## config.mk

```make
export PLATFORM = sky130hd
export DESIGN_NAME = mem_step_ctrl_flat
export DESIGN_NICKNAME = d
export VERILOG_FILES = /design/src/rtl/mem_step_ctrl_if.sv /design/src/rtl/mem_step_ctrl.sv /design/src/flat_wrapper.sv
export SDC_FILE = /design/constraint.sdc
export NUM_CORES = 1
export LEC_CHECK = 0
export ABC_CLOCK_PERIOD_IN_PS = 1940
export CAP_MARGIN = 20
export CORE_ASPECT_RATIO = 1.25
export CORE_MARGIN = 5
export CORE_UTILIZATION = 40
export DETAILED_ROUTE_END_ITERATION = 16
export PLACE_DENSITY = 0.79
export SYNTH_ARGS = -nofsm -noshare
export SYNTH_HDL_FRONTEND = slang
export SYNTH_SLANG_ARGS = --single-unit
```

## constraint.sdc

```tcl
create_clock -name clk_in -period 1.94 [get_ports clk_in]
set_clock_uncertainty 0.15 [all_clocks]
set_input_delay 0.291 -clock clk_in [delete_from_list [all_inputs] [get_ports clk_in]]
set_output_delay 0.291 -clock clk_in [all_outputs]
set_load 0.05 [all_outputs]
```

## src/rtl/mem_step_ctrl_if.sv

```systemverilog
// Memory bus between the step controller and a synchronous single-port RAM.
// The controller drives address/write; the RAM returns registered read data.
interface mem_step_ctrl_if #(
    parameter int ADDR_W = 6,
    parameter int DATA_W = 32
);
    logic [ADDR_W-1:0] mem_addr;
    logic              mem_we;
    logic [DATA_W-1:0] mem_wdata;
    logic [DATA_W-1:0] mem_rdata;

    modport master (
        output mem_addr,
        output mem_we,
        output mem_wdata,
        input  mem_rdata
    );

    modport slave (
        input  mem_addr,
        input  mem_we,
        input  mem_wdata,
        output mem_rdata
    );
endinterface

```

## src/rtl/mem_step_ctrl.sv

```systemverilog
// Steps a read address over a synchronous RAM on tick/step edges,
// writes switch data on request and holds the last word read back.
module mem_step_ctrl #(
    parameter int ADDR_W  = 6,
    parameter int DATA_W  = 32,
    parameter int MEM_LAT = 1
) (
    input  logic              clk_in,
    input  logic              rst,
    input  logic              tick,
    input  logic              run,
    input  logic              step,
    input  logic              wr_req,
    input  logic [DATA_W-1:0] wr_data,
    mem_step_ctrl_if.master   mem,
    output logic [DATA_W-1:0] rd_data,
    output logic              rd_valid,
    output logic              busy
);
    localparam int CNT_W = $clog2(MEM_LAT + 1) + 1;
    localparam logic [CNT_W-1:0] LAT = CNT_W'(MEM_LAT);

    typedef enum logic [1:0] {
        S_IDLE  = 2'd0,
        S_WRITE = 2'd1,
        S_READ  = 2'd2
    } state_t;

    state_t            state_q, state_d;
    logic              tick_q, tick_d;
    logic              step_q, step_d;
    logic              wr_q, wr_d;
    logic              pend_adv_q, pend_adv_d;
    logic              pend_wr_q, pend_wr_d;
    logic [CNT_W-1:0]  cnt_q, cnt_d;
    logic [ADDR_W-1:0] addr_q, addr_d;
    logic              we_q, we_d;
    logic [DATA_W-1:0] wdata_q, wdata_d;
    logic [DATA_W-1:0] rdata_q, rdata_d;
    logic              rvalid_q, rvalid_d;

    logic adv_ev;
    logic wr_ev;

    assign adv_ev = (tick & ~tick_q & run) | (step & ~step_q);
    assign wr_ev  = wr_req & ~wr_q;

    always_comb begin
        state_d    = state_q;
        tick_d     = tick;
        step_d     = step;
        wr_d       = wr_req;
        pend_adv_d = pend_adv_q | adv_ev;
        pend_wr_d  = pend_wr_q | wr_ev;
        cnt_d      = cnt_q;
        addr_d     = addr_q;
        we_d       = 1'b0;
        wdata_d    = wdata_q;
        rdata_d    = rdata_q;
        rvalid_d   = rvalid_q;
        unique case (state_q)
            S_IDLE: begin
                if (wr_ev | pend_wr_q) begin
                    we_d      = 1'b1;
                    wdata_d   = wr_data;
                    rvalid_d  = 1'b0;
                    pend_wr_d = 1'b0;
                    state_d   = S_WRITE;
                end else if (adv_ev | pend_adv_q) begin
                    addr_d     = addr_q + 1'b1;
                    rvalid_d   = 1'b0;
                    pend_adv_d = 1'b0;
                    cnt_d      = '0;
                    state_d    = S_READ;
                end
            end
            S_WRITE: begin
                cnt_d   = '0;
                state_d = S_READ;
            end
            S_READ: begin
                cnt_d = cnt_q + 1'b1;
                // RAM output is registered; capture it one clock after it settles
                if (cnt_q == LAT) begin
                    rdata_d  = mem.mem_rdata;
                    rvalid_d = 1'b1;
                    state_d  = S_IDLE;
                end
            end
            default: state_d = S_IDLE;
        endcase
    end

    always_ff @(posedge clk_in) begin
        if (rst) begin
            state_q    <= S_READ;
            tick_q     <= 1'b1;
            step_q     <= 1'b1;
            wr_q       <= 1'b1;
            pend_adv_q <= 1'b0;
            pend_wr_q  <= 1'b0;
            cnt_q      <= '0;
            addr_q     <= '0;
            we_q       <= 1'b0;
            wdata_q    <= '0;
            rdata_q    <= '0;
            rvalid_q   <= 1'b0;
        end else begin
            state_q    <= state_d;
            tick_q     <= tick_d;
            step_q     <= step_d;
            wr_q       <= wr_d;
            pend_adv_q <= pend_adv_d;
            pend_wr_q  <= pend_wr_d;
            cnt_q      <= cnt_d;
            addr_q     <= addr_d;
            we_q       <= we_d;
            wdata_q    <= wdata_d;
            rdata_q    <= rdata_d;
            rvalid_q   <= rvalid_d;
        end
    end

    assign mem.mem_addr  = addr_q;
    assign mem.mem_we    = we_q;
    assign mem.mem_wdata = wdata_q;
    assign rd_data       = rdata_q;
    assign rd_valid      = rvalid_q;
    assign busy          = (state_q != S_IDLE);
endmodule

```

## src/flat_wrapper.sv

```systemverilog
// flat-port wrapper written by rule: the top's interface ports become plain ports
module mem_step_ctrl_flat 
#(
    parameter int ADDR_W  = 6,
    parameter int DATA_W  = 32,
    parameter int MEM_LAT = 1
)
  (clk_in, rst, tick, run, step, wr_req, wr_data, rd_data, rd_valid, busy, mem_mem_addr, mem_mem_we, mem_mem_wdata, mem_mem_rdata);
  mem_step_ctrl_if #(.ADDR_W(ADDR_W), .DATA_W(DATA_W)) mem_i ();
  input  logic clk_in;
  input  logic rst;
  input  logic tick;
  input  logic run;
  input  logic step;
  input  logic wr_req;
  input  logic [DATA_W-1:0] wr_data;
  output logic [DATA_W-1:0] rd_data;
  output logic rd_valid;
  output logic busy;
  output wire logic [$bits(mem_i.mem_addr)-1:0] mem_mem_addr;
  output wire logic [$bits(mem_i.mem_we)-1:0] mem_mem_we;
  output wire logic [$bits(mem_i.mem_wdata)-1:0] mem_mem_wdata;
  input wire logic [$bits(mem_i.mem_rdata)-1:0] mem_mem_rdata;
  assign mem_mem_addr = mem_i.mem_addr;
  assign mem_mem_we = mem_i.mem_we;
  assign mem_mem_wdata = mem_i.mem_wdata;
  assign mem_i.mem_rdata = mem_mem_rdata;
  mem_step_ctrl #(.ADDR_W(ADDR_W), .DATA_W(DATA_W), .MEM_LAT(MEM_LAT)) u_core (.clk_in(clk_in), .rst(rst), .tick(tick), .run(run), .step(step), .wr_req(wr_req), .wr_data(wr_data), .mem(mem_i), .rd_data(rd_data), .rd_valid(rd_valid), .busy(busy));
endmodule
```

After elaboration in Yosys (flattened, before gate mapping)
Index checks and enable logic that the tools add are counted.
Widths: inputs -> output; s select.
{"block": "word_totals", "output_inout_bits": 73, "regBits": 81}
{"block": "classes", "add_sub_neg": 2, "bitwise_logic": 12, "reduce_logical": 12, "muxes": 14, "n_eq_ne": 7}
{"op": "$pmux 2 s3", "count": 2}
{"op": "$mux 2", "count": 5}
{"op": "$reduce_and 3->1", "count": 3}
{"op": "$add 6x1->6 const B", "count": 1}
{"op": "$mux 1", "count": 6}
{"op": "$reduce_and 2->1", "count": 3}
{"op": "$not 1->1", "count": 5}
{"op": "$and 1x1->1", "count": 4}
{"op": "$eq 2x1->1 const B", "count": 2}
{"op": "$ne 2x1->1 const B", "count": 2}
{"op": "$reduce_bool 2->1", "count": 2}
{"op": "$reduce_or 2->1", "count": 2}
{"op": "$ne 3x1->1 const B", "count": 1}
{"op": "$or 1x1->1", "count": 3}
{"op": "$reduce_bool 3->1", "count": 1}
{"op": "$add 2x1->2 const B", "count": 1}
{"op": "$eq 2x2->1 const B", "count": 1}
{"op": "$logic_not 2->1", "count": 1}
{"op": "$ne 2x2->1 const B", "count": 1}
{"op": "$pmux 1 s2", "count": 1}

Depth between registers and ports, before layout
Gate-level depths: netlist of run 1.
{"block": "depth", "word_depth": 8, "mapped_depth": 7}

Least setup slack after synthesis of run 1
No wires, ideal clock.
{"block": "synth_path", "path_kind": "reg2reg", "start": "register u_core.addr_q[2] (netlist: u_core.mem.mem_addr[2])", "end": "register u_core.addr_q[5] (netlist: u_core.mem.mem_addr[5])", "required_time_ns": 1.669, "path_slack_ns": 0.065, "arrival_ns": 1.604, "stages_incl_launch_ff": 5, "synth_period_minus_slack_ns": 1.875, "path_buffers": 0, "cell_sequence": "dfxtp_1 -> nor2b_1 -> nand4_1 -> nor4_1 -> mux2_2"}
{"block": "synth_via", "elab_chain_cells": 1}
{"item": "start, declared", "line": "mem_step_ctrl.sv:36", "rtl": "logic [ADDR_W-1:0] addr_q, addr_d;"}
{"item": "start signal, assigned", "line": "mem_step_ctrl.sv:116", "rtl": "addr_q <= addr_d;"}
{"item": "$add 6x1->6", "line": "mem_step_ctrl.sv:70", "rtl": "addr_d = addr_q + 1'b1;"}
No other way between the ends.
A chain may end at the register's enable or synchronous reset.

Worst setup path in the final report of run 1
{"block": "layout_path", "start": "register u_core.we_q (netlist: u_core.mem.mem_we)", "end": "output port mem_mem_we"}
{"item": "start, declared", "line": "mem_step_ctrl.sv:37", "rtl": "logic we_q, we_d;"}
{"item": "start signal, assigned", "line": "mem_step_ctrl.sv:117", "rtl": "we_q <= we_d;"}
{"item": "end, declared", "line": "flat_wrapper.sv:21", "rtl": "output wire logic [$bits(mem_i.mem_we)-1:0] mem_mem_we;"}
No word-level cell between the ends.

==> results of run 1 <==
[power breakdown]
part           internal, mW  total, mW  switching (mW)
clock                 0.719       1.30           0.582
combinational         0.476       1.36           0.883
sequential             1.82       1.90          0.0845
total                  3.01       4.56            1.55
[cell type report]
cell class / count / area (um^2)
inverters: 5 / 18.8
clock inverters: 5 / 81.3
multi-input cells: 254 / 1200
well taps: 92 / 115
flip-flops and latches: 81 / 1620
repair buffers: 153 / 1500
fillers: 624 / 2610
clock buffers: 10 / 128
[cell families after synthesis]
| kind of cell | count (synthesis) | share of synthesized area, % |
|---|---|---|
| adder cells (fa/ha/maj) | 2 | 0.854 |
| AO/OA/AOI/OAI | 84 | 15.4 |
| multiplexers | 2 | 0.769 |
| flip-flops | 81 | 55.4 |
| AND/OR/NAND/NOR | 165 | 23.4 |
| buffers and inverters | 28 | 3.89 |
| XOR/XNOR | 1 | 0.299 |
[per-layer routing]
layer  vias up  track usage (%)  wire (um)
met5         -                0          0
met4         0             7.13        167
met3        14             5.24        723
met2        97             27.7       3720
met1      1281             19.0       3050
li1       1469                -          -
[how the worst max path moves through the flow]
stage | from | endpoint | slack (ps)
after global routing | u_core.mem.mem_we | mem_mem_we | 2
after CTS | u_core.mem.mem_wdata[26] | mem_mem_wdata[26] | 0.3
after detailed placement | run | u_core.mem.mem_addr[5] | -150
after global placement | run | u_core.mem.mem_addr[5] | -130
final | u_core.mem.mem_we | mem_mem_we | 60
after floorplan | u_core.mem.mem_addr[2] | u_core.mem.mem_addr[5] | 60
[cell usage after synthesis (all sizes together) (2+ instances only)]
cell / count / area (um^2)
buf: 8 / 38.8
o21ai: 6 / 30.0
nor2b: 5 / 31.3
mux2: 2 / 22.5
o211ai: 2 / 15.0
a21oi: 71 / 359
clkbuf: 15 / 56.3
or2: 4 / 25.0
nor3: 5 / 25.0
nand2: 135 / 507
inv: 5 / 18.8
nor2: 6 / 30.0
nand3: 2 / 10.0
dfxtp: 81 / 1620
ha: 2 / 25.0
[registers in the layout (all words and copies together) (netlist names), 2 cells and up]
| name | count |
|---|---|
| u_core.mem.mem_wdata | 32 |
| u_core.rd_data | 32 |
| u_core.mem.mem_addr | 6 |
| u_core.cnt_q | 2 |
| u_core.state_q | 2 |
==> metrics, run 1 <==
core area=0.00727 mm^2; maximum buffer depth of the clock tree=2; chip width=86.5 um; Async S/R FF share, synth=0%; Post-DP Area=0.00443 mm^2; # diodes=0; Root Buffer=clkbuf_8; pwr/cell area=980 mW/mm^2; Ys Warns=0; vias=2,861; TritonRoute pass-1 iters=4; total wire length=7670 um; fin util=64.1%; worst reg2reg path endpoint=u_core.mem.mem_addr[5]; CP top delay family=buffers and inverters; Initial Util=40.3%; fin cells=600; Post-DRT Antenna Nets=0; io pins=143; synthesized instance count=363; Clock Sinks=81; RR Startpoint=u_core.state_q[1]; Syn Std Cell Area=0.00293 mm^2; worst vdd ir=0.000487 V; postcts setup bufs=0; Netlist cell types=34; worst-path cell chain=clkdlybuf4s50_1; placed cells=585; Hold Path Origin=rst; share of layout cells above drive strength 1=13.0%; die area=0.00915 mm^2; largest net degree at the start of global routing=41; clock period minus worst slack=1880 ps; Worst setup EP type=output port; leakage=2.17 nW; grt ovf=0; Max Freq=533 MHz; pre-CTS WS=-151 ps; Worst path max stage delay=790 ps; initial antenna violation count=0; Worst Path Arrival=1430 ps; TritonCTS clock tree=done; hold depth=2; commonest non-fill, non-tap cells in the layout=nand2_1, dfxtp_1, a21oi_1; Worst R2R Setup Slack=240 ps; Remaining DRCs=0; fin area=0.00466 mm^2; Crit Path Max Fanout=1; reg2reg path depth=4; Tot GR Track Use=16.5%; critical path class=reg2out; CTS Buf Count=9; Worst-Skew Late Latency=330 ps; sink of the worst hold path=u_core.cnt_q[0]; vias in the first global route=2,698; Clock Pin Slew Worst Setup and Hold Paths=80 ps; number of flops mapped to enable cells by yosys=0; Die H=106 um; Final nets=576; setup slack after layout=64.6 ps; Avg WL per Cell=12.8 um; DP HPWL=5650 um; detailed router's first-iteration violation count=77; RSZ-0062 raised after global routing=no; synthesis-to-finish area growth=59.0%; WP data required=1500 ps; HP Class=in2reg; Site Rows=35; synthesized flop and latch total=81; crit start category=flop; max_cap viols=0; Tcrit/Tclk final=96.7%; Slew @ Worst Pin=526 ps; TNS Setup=0 ps; H-tree level count=3; Post-CTS Resized=25; Post-CTS Hold Buffers=0; Mapped Avg Cell Area=8.07 um^2; slew margin rel.=64.9%; Buf/Inv on CP=1; port bufs=142; syn_nets=435; RD Place Congestion=0.765; DR vias/cell=4.77; dominant synthesized flop cell=dfxtp_1; CP max stage cell=clkdlybuf4s50_1; Critical Path Stages=1; Worst Hold Slack=217 ps; Total Power=4.56 mW; post-synthesis sequential area ratio=55.4%; final slew viol count=0; setup violators final=0; Fin. Hold Viols=0; status=finished clean; first-pass GRT wire length=12,300 um; most common cell after layout, fill and taps aside=nand2_1
(Power assumes the default switching activity.)
==> inputs of run 2 (changes only) <==
--- a/config.mk
+++ b/config.mk
@@ -10,6 +10,7 @@
 export CORE_ASPECT_RATIO = 1.25
 export CORE_MARGIN = 5
 export CORE_UTILIZATION = 40
+export CTS_CLUSTER_SIZE = 10
 export DETAILED_ROUTE_END_ITERATION = 16
 export PLACE_DENSITY = 0.79
 export SYNTH_ARGS = -nofsm -noshare
==> results of run 2 <==
Same layout as run 1: the final DEF is identical, and so are final timing and power.
==> inputs of run 3 (changes only) <==
--- a/config.mk
+++ b/config.mk
@@ -8,11 +8,11 @@
 export ABC_CLOCK_PERIOD_IN_PS = 1940
 export CAP_MARGIN = 20
 export CORE_ASPECT_RATIO = 1.25
-export CORE_MARGIN = 5
+export CORE_MARGIN = 1.5
 export CORE_UTILIZATION = 40
 export CTS_CLUSTER_SIZE = 10
 export DETAILED_ROUTE_END_ITERATION = 16
-export PLACE_DENSITY = 0.79
+export PLACE_DENSITY = 0.88
 export SYNTH_ARGS = -nofsm -noshare
 export SYNTH_HDL_FRONTEND = slang
 export SYNTH_SLANG_ARGS = --single-unit
==> run 3 against run 2 <==
- first-iteration DRC count grew 1.3%
- core utilization grew 1.8 points
- sequential power is essentially flat
- design area shrank 0.73%
- clock-buffer cell count grew 2
- flip-flop and latch count is the same
- clock power shrank 8%
- register-to-register slack gained 30 ps
- die area shrank 14%
- critical path type unchanged
==> metrics, run 3 (same netlist as run 1, synthesis figures left out) <==
Post-DRT Antenna Nets=0 (unchanged); worst-path cell chain=clkdlybuf4s50_1; setup violators final=0 (unchanged); die area=0.00785 mm^2 (-14%); Site Rows=34 (-2.9%); Post-DP Area=0.00446 mm^2 (+0.56%); chip width=79.5 um (-8.1%); DR vias/cell=4.84 (+1.6%); io pins=143 (unchanged); Worst-Skew Late Latency=330 ps (about the same); TritonCTS clock tree=done; RSZ-0062 raised after global routing=no; most common cell after layout, fill and taps aside=nand2_1; pre-CTS WS=-190 ps (-39.4 ps); Buf/Inv on CP=1 (unchanged); Initial Util=41.7% (+1.4 points); # diodes=0 (unchanged); Avg WL per Cell=12.5 um (-2.3%); clock share of power=26.9% (-1.6 points); worst vdd ir=0.000509 V (+4.6%); max_cap viols=0 (unchanged); Root Buffer=clkbuf_8; setup slack after layout=36.0 ps (-28.6 ps); combinational power share=30.2% (+0.4 points); vias=2,897 (+1.3%); status=finished clean; share of layout cells above drive strength 1=10.0% (-3.0 points); HP Class=in2reg; slew margin rel.=64.9% (about the same); grt ovf=0 (unchanged); Remaining DRCs=0 (unchanged); core area=0.00702 mm^2 (-3.4%); synthesis-to-finish area growth=57.8%; Tcrit/Tclk final=98.1% (+1.5 points); CTS Buf Count=9 (unchanged); crit start category=flop; largest net degree at the start of global routing=35 (-15%); commonest non-fill, non-tap cells in the layout=nand2_1, dfxtp_1, a21oi_1; CP top delay family=buffers and inverters; Sequential Power Share=42.9% (+1.2 points); clock period minus worst slack=1900 ps (+28.6 ps); Total Power=4.44 mW (-2.7%); detailed router's first-iteration violation count=78 (+1.3%); leakage=2.08 nW (-4.0%); first-pass GRT wire length=12,400 um (+0.45%); Worst path max stage delay=800 ps (about the same); port bufs=142 (unchanged); maximum buffer depth of the clock tree=2 (unchanged); initial antenna violation count=0 (unchanged); CP max stage cell=clkdlybuf4s50_1; postcts setup bufs=0 (unchanged); final slew viol count=0 (unchanged); Fin. Hold Viols=0 (unchanged); Die H=98.7 um (-6.6%); DP HPWL=5480 um (-3.0%); P_int=2.91 mW (-3.6%); Clock Pin Slew Worst Setup and Hold Paths=80 ps (about the same); Max Freq=525 MHz (-1.5%); fin util=65.9% (+1.8 points); fin area=0.00462 mm^2 (-0.73%); Sw Ratio=34.5% (+0.56 points); Worst setup EP type=output port; total wire length=7460 um (-2.6%); Final nets=575 (-0.17%); pwr/cell area=960 mW/mm^2 (-2.0%); vias in the first global route=2,899 (+7.4%); TritonRoute pass-1 iters=4 (unchanged); WP data required=1500 ps (about the same); critical path class=reg2out; RD Place Congestion=0.812 (+6.1%); Crit Path Max Fanout=2 (+1); sw power=1.53 mW (-1.1%); Slew @ Worst Pin=526 ps (+0.0495 ps); Clock Sinks=81 (unchanged); Tot GR Track Use=19.9% (+3.3 points); Worst Path Arrival=1460 ps (+30 ps); H-tree level count=3 (unchanged)
[run 3: changes by cell type in the layout (fill, tap and decap cells not counted), sizes merged]
cell | before | now
clkinv | 2 | 0
bufinv | 2 | 1
buf | 40 | 25
dlygate4sd2 | 25 | 47
dlymetal6s2s | 19 | 11
clkbuf | 10 | 12
clkinvlp | 1 | 3
[run 3: worst paths after layout]
check | start | slack [ps] | depth (start not counted) | to
setup / recovery | u_core.rd_data[17] | 40 | 1 | rd_data[17]
hold / removal | rst | 250 | 2 | u_core.mem.mem_addr[1]
setup reg to reg | u_core.state_q[1] | 270 | 4 | u_core.mem.mem_addr[5]
hold reg to reg | u_core.rd_data[16] | 300 | 2 | u_core.rd_data[16]
[run 3: layout make-up]
class	instances	area, um^2
timing repair buffer	152	1480
multi-input combinational	254	1200
sequential	81	1620
fill	606	2400
tap	90	113
clock buffer	12	145
inverter	5	18.8
clock inverter	4	52.6
[run 3: power by group through the flow]
stage	Combinational, mW	Sequential [mW]	Clock (mW)
after floorplan	0.425	2.39	0
after global placement	1.38	1.94	0
after detailed placement	1.41	1.95	0
after CTS	1.35	1.91	1.25
after global routing	1.44	1.92	1.31
final	1.34	1.90	1.20
[run 3: timing repair]
| item | 4_1_cts | 5_1_grt |
|---|---|---|
| gates resized for setup | 47 | 11 |
| endpoints found under the setup margin | 47 | 11 |
| hold buffers | 0 | 0 |
[run 3: metrics by stage]
| step | hold WS (ps) | setup TNS (ps) | instances |
|---|---|---|---|
| finish | 251 | 0 | 598 |
| global route | 269 | 0 | 598 |
| CTS | 228 | 0 | 598 |
| detailed placement | 298 | -359 | 582 |
| global placement | 291 | -141 | 582 |
| floorplan | 245 | 0 | 363 |
[run 3: metal layers]
layer  vias up  routed length (um)  GRT usage [%]
met1      1326                2990           19.4
met4         0                  96           9.45
met2        97                3840           37.4
li1       1464                   -              -
met3        10                 534           5.56
met5         -                   0              0
